**config.mk**
```make
export PLATFORM = sky130hd
export DESIGN_NAME = rob_commit_ctrl_flat
export DESIGN_NICKNAME = d
export VERILOG_FILES = /design/src/rtl/rob_commit_if.sv /design/src/rtl/rob_commit_ctrl.sv /design/src/flat_wrapper.sv
export SDC_FILE = /design/constraint.sdc
export NUM_CORES = 1
export LEC_CHECK = 0
export ABC_AREA = 1
export CORE_MARGIN = 2
export CORE_UTILIZATION = 44
export DETAILED_ROUTE_END_ITERATION = 10
export GPL_TIMING_DRIVEN = 1
export PLACE_DENSITY = 0.8
export SYNTH_ARGS = -nofsm -noshare
export SYNTH_HDL_FRONTEND = slang
export SYNTH_SLANG_ARGS = --single-unit
```
**constraint.sdc**
```tcl
create_clock -name clk -period 2.3 [get_ports clk]
set_input_delay 0.69 -clock clk [delete_from_list [all_inputs] [get_ports clk]]
set_output_delay 0.69 -clock clk [all_outputs]
set_load 0.005 [all_outputs]
```
**src/rtl/rob_commit_if.sv**
```systemverilog
// ROB head / regfile / LSB / flush bundle seen by the commit sequencer.
// The master modport is the commit controller; slave is the ROB/regfile/LSB side.
interface rob_commit_if #(
    parameter int unsigned ROB_IDX_W = 4,
    parameter int unsigned CNT_W     = 32
);
    logic                 rdy;
    logic                 head_valid;
    logic                 head_ready;
    logic [ROB_IDX_W-1:0] head_idx;
    logic [1:0]           head_type;
    logic [4:0]           head_rd;
    logic [31:0]          head_val;
    logic                 head_mispredict;
    logic [31:0]          head_target;
    logic                 pop;
    logic                 write;
    logic [ROB_IDX_W-1:0] write_idx;
    logic [4:0]           write_rd;
    logic [31:0]          new_val;
    logic                 st_commit;
    logic [ROB_IDX_W-1:0] st_idx;
    logic                 st_done;
    logic                 jp_wrong;
    logic [31:0]          jp_pc;
    logic [CNT_W-1:0]     commit_cnt;

    modport master (
        input  rdy, head_valid, head_ready, head_idx, head_type, head_rd, head_val,
               head_mispredict, head_target, st_done,
        output pop, write, write_idx, write_rd, new_val, st_commit, st_idx,
               jp_wrong, jp_pc, commit_cnt
    );

    modport slave (
        output rdy, head_valid, head_ready, head_idx, head_type, head_rd, head_val,
               head_mispredict, head_target, st_done,
        input  pop, write, write_idx, write_rd, new_val, st_commit, st_idx,
               jp_wrong, jp_pc, commit_cnt
    );
endinterface

```
**src/rtl/rob_commit_ctrl.sv**
```systemverilog
// In-order commit sequencer: retires the ROB head into the regfile, hands stores to the
// LSB with a request/done handshake, raises a one-cycle flush on mispredict, counts retires.
module rob_commit_ctrl #(
    parameter int unsigned ROB_IDX_W = 4,
    parameter int unsigned CNT_W     = 32
) (
    input logic          clk,
    input logic          rst,
    rob_commit_if.master bus
);
    typedef enum logic [1:0] {StRun = 2'd0, StStWait = 2'd1, StFlush = 2'd2} state_e;

    localparam logic [1:0] TypeReg    = 2'b00;
    localparam logic [1:0] TypeStore  = 2'b01;
    localparam logic [1:0] TypeBranch = 2'b10;

    state_e               state_q;
    logic                 write_q;
    logic [ROB_IDX_W-1:0] write_idx_q;
    logic [4:0]           write_rd_q;
    logic [31:0]          new_val_q;
    logic                 st_commit_q;
    logic [ROB_IDX_W-1:0] st_idx_q;
    logic                 jp_wrong_q;
    logic [31:0]          jp_pc_q;
    logic [CNT_W-1:0]     cnt_q;

    logic go;
    logic pop;

    assign go = bus.rdy & (state_q == StRun) & bus.head_valid & bus.head_ready;

    // Stores are popped only once the LSB reports completion.
    always_comb begin
        pop = 1'b0;
        case (state_q)
            StRun:    pop = go & (bus.head_type != TypeStore);
            StStWait: pop = bus.rdy & bus.st_done;
            default:  pop = 1'b0;
        endcase
    end

    always_ff @(posedge clk) begin
        if (rst) begin
            state_q     <= StRun;
            write_q     <= 1'b0;
            write_idx_q <= '0;
            write_rd_q  <= '0;
            new_val_q   <= '0;
            st_commit_q <= 1'b0;
            st_idx_q    <= '0;
            jp_wrong_q  <= 1'b0;
            jp_pc_q     <= '0;
            cnt_q       <= '0;
        end else if (bus.rdy) begin
            write_q    <= 1'b0;
            jp_wrong_q <= 1'b0;
            if (pop) cnt_q <= cnt_q + CNT_W'(1);
            case (state_q)
                StRun: begin
                    if (go) begin
                        case (bus.head_type)
                            TypeReg, TypeBranch: begin
                                write_q     <= (bus.head_rd != 5'd0);
                                write_idx_q <= bus.head_idx;
                                write_rd_q  <= bus.head_rd;
                                new_val_q   <= bus.head_val;
                                if ((bus.head_type == TypeBranch) && bus.head_mispredict) begin
                                    jp_wrong_q <= 1'b1;
                                    jp_pc_q    <= bus.head_target;
                                    state_q    <= StFlush;
                                end
                            end
                            TypeStore: begin
                                st_commit_q <= 1'b1;
                                st_idx_q    <= bus.head_idx;
                                state_q     <= StStWait;
                            end
                            default: ;
                        endcase
                    end
                end
                StStWait: begin
                    if (bus.st_done) begin
                        st_commit_q <= 1'b0;
                        state_q     <= StRun;
                    end
                end
                default: state_q <= StRun;
            endcase
        end
    end

    assign bus.pop        = pop;
    assign bus.write      = write_q;
    assign bus.write_idx  = write_idx_q;
    assign bus.write_rd   = write_rd_q;
    assign bus.new_val    = new_val_q;
    assign bus.st_commit  = st_commit_q;
    assign bus.st_idx     = st_idx_q;
    assign bus.jp_wrong   = jp_wrong_q;
    assign bus.jp_pc      = jp_pc_q;
    assign bus.commit_cnt = cnt_q;
endmodule

```
**src/flat_wrapper.sv**
```systemverilog
// flat-port wrapper written by rule: the top's interface ports become plain ports
module rob_commit_ctrl_flat 
#(
    parameter int unsigned ROB_IDX_W = 4,
    parameter int unsigned CNT_W     = 32
)
  (clk, rst, bus_rdy, bus_head_valid, bus_head_ready, bus_head_idx, bus_head_type, bus_head_rd, bus_head_val, bus_head_mispredict, bus_head_target, bus_st_done, bus_pop, bus_write, bus_write_idx, bus_write_rd, bus_new_val, bus_st_commit, bus_st_idx, bus_jp_wrong, bus_jp_pc, bus_commit_cnt);
  rob_commit_if #(.ROB_IDX_W(ROB_IDX_W), .CNT_W(CNT_W)) bus_i ();
  input logic clk;
  input logic rst;
  input wire logic [$bits(bus_i.rdy)-1:0] bus_rdy;
  input wire logic [$bits(bus_i.head_valid)-1:0] bus_head_valid;
  input wire logic [$bits(bus_i.head_ready)-1:0] bus_head_ready;
  input wire logic [$bits(bus_i.head_idx)-1:0] bus_head_idx;
  input wire logic [$bits(bus_i.head_type)-1:0] bus_head_type;
  input wire logic [$bits(bus_i.head_rd)-1:0] bus_head_rd;
  input wire logic [$bits(bus_i.head_val)-1:0] bus_head_val;
  input wire logic [$bits(bus_i.head_mispredict)-1:0] bus_head_mispredict;
  input wire logic [$bits(bus_i.head_target)-1:0] bus_head_target;
  input wire logic [$bits(bus_i.st_done)-1:0] bus_st_done;
  output wire logic [$bits(bus_i.pop)-1:0] bus_pop;
  output wire logic [$bits(bus_i.write)-1:0] bus_write;
  output wire logic [$bits(bus_i.write_idx)-1:0] bus_write_idx;
  output wire logic [$bits(bus_i.write_rd)-1:0] bus_write_rd;
  output wire logic [$bits(bus_i.new_val)-1:0] bus_new_val;
  output wire logic [$bits(bus_i.st_commit)-1:0] bus_st_commit;
  output wire logic [$bits(bus_i.st_idx)-1:0] bus_st_idx;
  output wire logic [$bits(bus_i.jp_wrong)-1:0] bus_jp_wrong;
  output wire logic [$bits(bus_i.jp_pc)-1:0] bus_jp_pc;
  output wire logic [$bits(bus_i.commit_cnt)-1:0] bus_commit_cnt;
  assign bus_i.rdy = bus_rdy;
  assign bus_i.head_valid = bus_head_valid;
  assign bus_i.head_ready = bus_head_ready;
  assign bus_i.head_idx = bus_head_idx;
  assign bus_i.head_type = bus_head_type;
  assign bus_i.head_rd = bus_head_rd;
  assign bus_i.head_val = bus_head_val;
  assign bus_i.head_mispredict = bus_head_mispredict;
  assign bus_i.head_target = bus_head_target;
  assign bus_i.st_done = bus_st_done;
  assign bus_pop = bus_i.pop;
  assign bus_write = bus_i.write;
  assign bus_write_idx = bus_i.write_idx;
  assign bus_write_rd = bus_i.write_rd;
  assign bus_new_val = bus_i.new_val;
  assign bus_st_commit = bus_i.st_commit;
  assign bus_st_idx = bus_i.st_idx;
  assign bus_jp_wrong = bus_i.jp_wrong;
  assign bus_jp_pc = bus_i.jp_pc;
  assign bus_commit_cnt = bus_i.commit_cnt;
  rob_commit_ctrl #(.ROB_IDX_W(ROB_IDX_W), .CNT_W(CNT_W)) u_core (.clk(clk), .rst(rst), .bus(bus_i));
endmodule
```
; ---- After elaboration in Yosys (flattened, before gate mapping)
; Cells that the tools add are included.
[word_totals]
word_cells = 54
ff_bits = 114
output_inout_bits = 113
[classes]
n_mux = 17
add_sub_neg = 1
n_reduce_logical = 12
eq_ne = 9
bitwise_logic = 5
[op_table]
columns = cell, n
row1 = $add A32 B1 Y32 const B, 1
row2 = $reduce_and A5 Y1, 3
row3 = $mux W1, 10
row4 = $pmux W2 S2, 2
row5 = $reduce_and A4 Y1, 2
row6 = $mux W2, 3
row7 = $ne A3 B3 Y1 const B, 2
row8 = $and A1 B1 Y1, 5
row9 = $reduce_bool A5 Y1, 1
row10 = $eq A2 B1 Y1 const B, 2
row11 = $logic_not A2 Y1, 2
row12 = $ne A2 B1 Y1 const B, 2
row13 = $ne A2 B2 Y1 const B, 2
row14 = $pmux W1 S2, 2
row15 = $eq A2 B2 Y1 const B, 1
row16 = $reduce_and A2 Y1, 1
row17 = $reduce_bool A2 Y1, 1
row18 = $reduce_or A2 Y1, 1
row19 = $logic_and A1 B1 Y1, 1

; ---- Longest topological paths before layout
[logic_depth]
depth_word = 7
ltp_mapped = 11

; ---- Worst setup path after synthesis
; OpenSTA, ideal clock, no wires.
[synth_timing]
kind = input to output
start = in bus_rdy
end = out bus_pop
t_required_ns = 1.610
stages = 6
arrival_ns = 1.273
setup_slack_ns = 0.337
n_path_buf = 2
cell_sequence = nand2_2 -> nor2_4 -> nand2_1 -> nand2_2 -> buf_6 -> buf_6
[synth_between]
elab_chain_len = 5
[synth_rtl]
columns = element, line
row1 = from (decl), flat_wrapper.sv:11  ; input wire logic [$bits(bus_i.rdy)-1:0] bus_rdy;
row2 = $and A1 B1 Y1 (3 in series), rob_commit_ctrl.sv:31  ; assign go = bus.rdy & (state_q == StRun) & bus.head_valid & bus.head_ready;
row3 = $and A1 B1 Y1, rob_commit_ctrl.sv:37  ; StRun: pop = go & (bus.head_type != TypeStore);
row4 = $pmux W1 S2 *, rob_commit_ctrl.sv:36  ; case (state_q)
row5 = to (decl), flat_wrapper.sv:21  ; output wire logic [$bits(bus_i.pop)-1:0] bus_pop;
; Every way passes the cells marked *; elsewhere a longest branch is shown, timed or not.

; ---- Worst setup path in the final report
[layout_timing]
start = in bus_head_type[0]
end = out bus_pop
[layout_between]
elab_chain_len = 3
[layout_rtl]
columns = element, line
row1 = from (decl), flat_wrapper.sv:15  ; input wire logic [$bits(bus_i.head_type)-1:0] bus_head_type;
row2 = $ne A2 B1 Y1, rob_commit_ctrl.sv:37
row3 = $and A1 B1 Y1, rob_commit_ctrl.sv:37
row4 = $pmux W1 S2, rob_commit_ctrl.sv:36
; No other way between the ends.

==> run summary <==
Complex-gate fraction of the synthesized area -> 11.43%
Nets -> 972
Synth Instances -> 689
DRT iter0 DRCs -> 181
Crit. End Element -> primary output
Peak Freq -> 445.4 MHz
Worst EP arrival -> 1560 ps
1st-pass router iterations -> 4
Setup violators final -> 0
Sequential fraction of the synthesis area -> 47.06%
Ports -> 195
Post-synthesis adder-cell area fraction -> 0.2580%
Synth Cell Area -> 4850 sq um
Fillcell total -> 855
Largest family of logic cells by synthesized area -> simple AND/OR/NAND/NOR gates
Synth Warn # -> 0
Synth cell types -> 29
Commonest non-fill, non-tap cell in the layout -> nor2_1
Post-synth top area cell -> dfxtp_1
Period Utilization, post-route -> 97.62%
Post-CTS Hold Buffers -> 0
Simple-Gate Fraction of Synth Area -> 33.13%
Die Area -> 11880 sq um
First-pass GRT wire length -> 24710 um
Via count -> 5227
Multiplexer share of the synthesized area -> 0%
Via density -> 5.031
Synth area leaders -> dfxtp_1 47%, nor2_1 16%, nand2_1 9.9%
Vias in the first global route -> 5232
Worst hold-check path type -> reg2reg
# diodes -> 0
Die width -> 109.0 um
CTS Buf Count -> 17
Slew Limit Fails -> 0
Drt wl/cell -> 14.85 um
Hpwl dp -> 11340 um
Layout cells sized above 1 -> 8.676%
Syn_area_per_cell -> 7.039 sq um
Hold path startpoint -> u_core.bus.jp_wrong$_SDFFE_PP0P_
Worst EP required -> 1610 ps
GRT overflow -> 0
Power per Cell Area -> 644.3 nW/um^2
Syn-to-layout area delta -> 56.66%
Reg clk slew, reported paths -> 50 ps
Final TNS setup -> 0 ps
CTS tree -> yes
Crit-path max FO -> 3
Initial antenna violation count -> 0
Yosys top cell area share -> 47.06%
Final WL -> 15430 um
Slew Limit Headroom -> 74.50%
Port Buffers -> 194
Setup Buffers After CTS -> 0
Root buf cell -> clkbuf_8
Leakage -> 2.888 nW
Clock skew -> 7.081 ps
Clock tree buffer depth -> 2
Worst r2r src -> u_core.bus.commit_cnt[0]$_SDFFE_PP0P_
RSZ-0062 raised after global routing -> no
Number of remaining DRC errors -> 0
Max Cap Violations -> 0
Core Util, Final -> 70.39%
Crit. Startpoint -> bus_head_type[0]
Die H -> 109.0 um
Worst skew pair latency -> 500 ps
Final hold violation count -> 0
Final ANT Viol Nets -> 0
GPL Wtd Cong -> 0.9159
Core area -> 10790 sq um
Worst slew pin tran -> 382.5 ps
#FFs+latches synth -> 114
Tot GR Track Use -> 26.80%
Synth Area in XOR/XNOR -> 2.167%
Clk sinks -> 114
H-tree level count -> 4
Syn Nets -> 772
Placement Rows -> 38
Most frequent cells in the layout -> 201 x nor2_1, 189 x clkdlybuf4s50_1, 128 x nand2_1, 114 x dfxtp_1, 78 x o21ai_0
Kind of critical path -> in2out
Tmin final -> 2245 ps
Worst Setup Start Kind -> input port
Status -> finished clean
Initial core utilization -> 44.93%
Max IR drop VDD -> 0.0005004 V
Largest net degree at the start of global routing -> 48
==> stage by stage <==
| stage | setup slack [ps] | power (mW) | hold slack, ps | std cells | cell area (sq um) |
|---|---|---|---|---|---|
| 2_1_floorplan | 336.6 | 2.199 | 455.6 | 689 | 4850 |
| 5_1_grt | 3.393 | 5.060 | 480.4 | 1039 | 7597 |
| 3_3_place_gp | -450.9 | 2.459 | 448.0 | 1010 | 7036 |
| 6_report | 54.65 | 4.895 | 466.1 | 1039 | 7597 |
| 3_5_place_dp | -480.3 | 2.468 | 455.5 | 1010 | 7036 |
| 4_1_cts | 36.07 | 4.931 | 468.1 | 1039 | 7589 |
==> synth_stat cells <==
master / number
nor2_2: 12
nand2_1: 128
nor3_4: 1
buf_6: 2
xor2_1: 10
clkbuf_1: 15
nor2_1: 201
nor3_1: 2
buf_4: 2
dfxtp_1: 114
xnor2_1: 2
and3_1: 2
ha_1: 1
nand4_1: 6
nand3_1: 20
inv_1: 31
inv_2: 5
nand3_2: 2
buf_2: 11
a21oi_1: 28
clkbuf_2: 1
nand2_2: 5
a31oi_1: 1
nand3_4: 1
and2_1: 1
o21ai_1: 2
o31ai_1: 1
o21ai_0: 78
nor2_4: 4
==> cell type report <==
class	count	area, sq um	share of cell area (%)
Tap cell	140	175.2	2.306
Multi-Input combinational cell	508	2278	29.99
Clock inverter	4	47.55	0.6258
Sequential cell	114	2282	30.04
Inverter	36	135.1	1.779
Clock buffer	25	514.2	6.769
Timing Repair Buffer	212	2165	28.49
==> repair_timing <==
action	in CTS	in global routing
pin swaps	0	3
gates resized for setup	7	2
hold endpoints to repair	0	0
setup endpoints to repair	1	1
==> critical path, cell delays in order <==
cell and delay (ps):
clkdlybuf4s50_1 500, nand2_1 80, nand2_1 70, nand2_2 80
buf_6 130
==> registers in the layout (all words and copies together) (netlist names) <==
signal,cells
u_core.bus.write_idx,4
u_core.bus.jp_wrong,1
u_core.bus.st_idx,4
u_core.bus.st_commit,1
u_core.bus.jp_pc,32
u_core.bus.write_rd,5
u_core.bus.write,1
u_core.bus.new_val,32
u_core.state_q,2
u_core.bus.commit_cnt,32
==> kinds of logic (layout without fill, tap and decap cells) <==
group	count (synthesis)	count (layout)
simple gates	385	385
flops	114	114
compound gates	110	110
buf+inv	67	277
xor+xnor	12	12
fa+ha+maj	1	1
==> final timing paths <==
| check | to | slack (ps) | cells after the start |
|---|---|---|---|
| worst max-delay path | bus_pop | 50 | 5 |
| worst min-delay path | u_core.bus.jp_wrong$_SDFFE_PP0P_ | 470 | 2 |
| worst max register to register | u_core.bus.commit_cnt[22]$_SDFFE_PP0P_ | 570 | 10 |
| worst min register to register | u_core.bus.jp_wrong$_SDFFE_PP0P_ | 470 | 2 |
==> metal layers <==
metal  vias up  track usage, %  part of all wire [%]  routed length (um)
met4         0           11.63                   2.1                 327
met3        29           9.922                   8.0                1241
met1      2441           27.22                    38                5811
met5         -               0                     0                   0
li1       2583               -                     -                   -
met2       174           48.85                    52                8046
==> report_power, final <==
| part | total, mW | switching, mW | internal, mW |
|---|---|---|---|
| combinational | 0.393 | 0.157 | 0.236 |
| sequential | 2.04 | 0.0223 | 2.01 |
| clock | 2.47 | 0.855 | 1.61 |
| total | 4.90 | 1.03 | 3.86 |
Note: power is estimated with default switching activity, not from simulation.
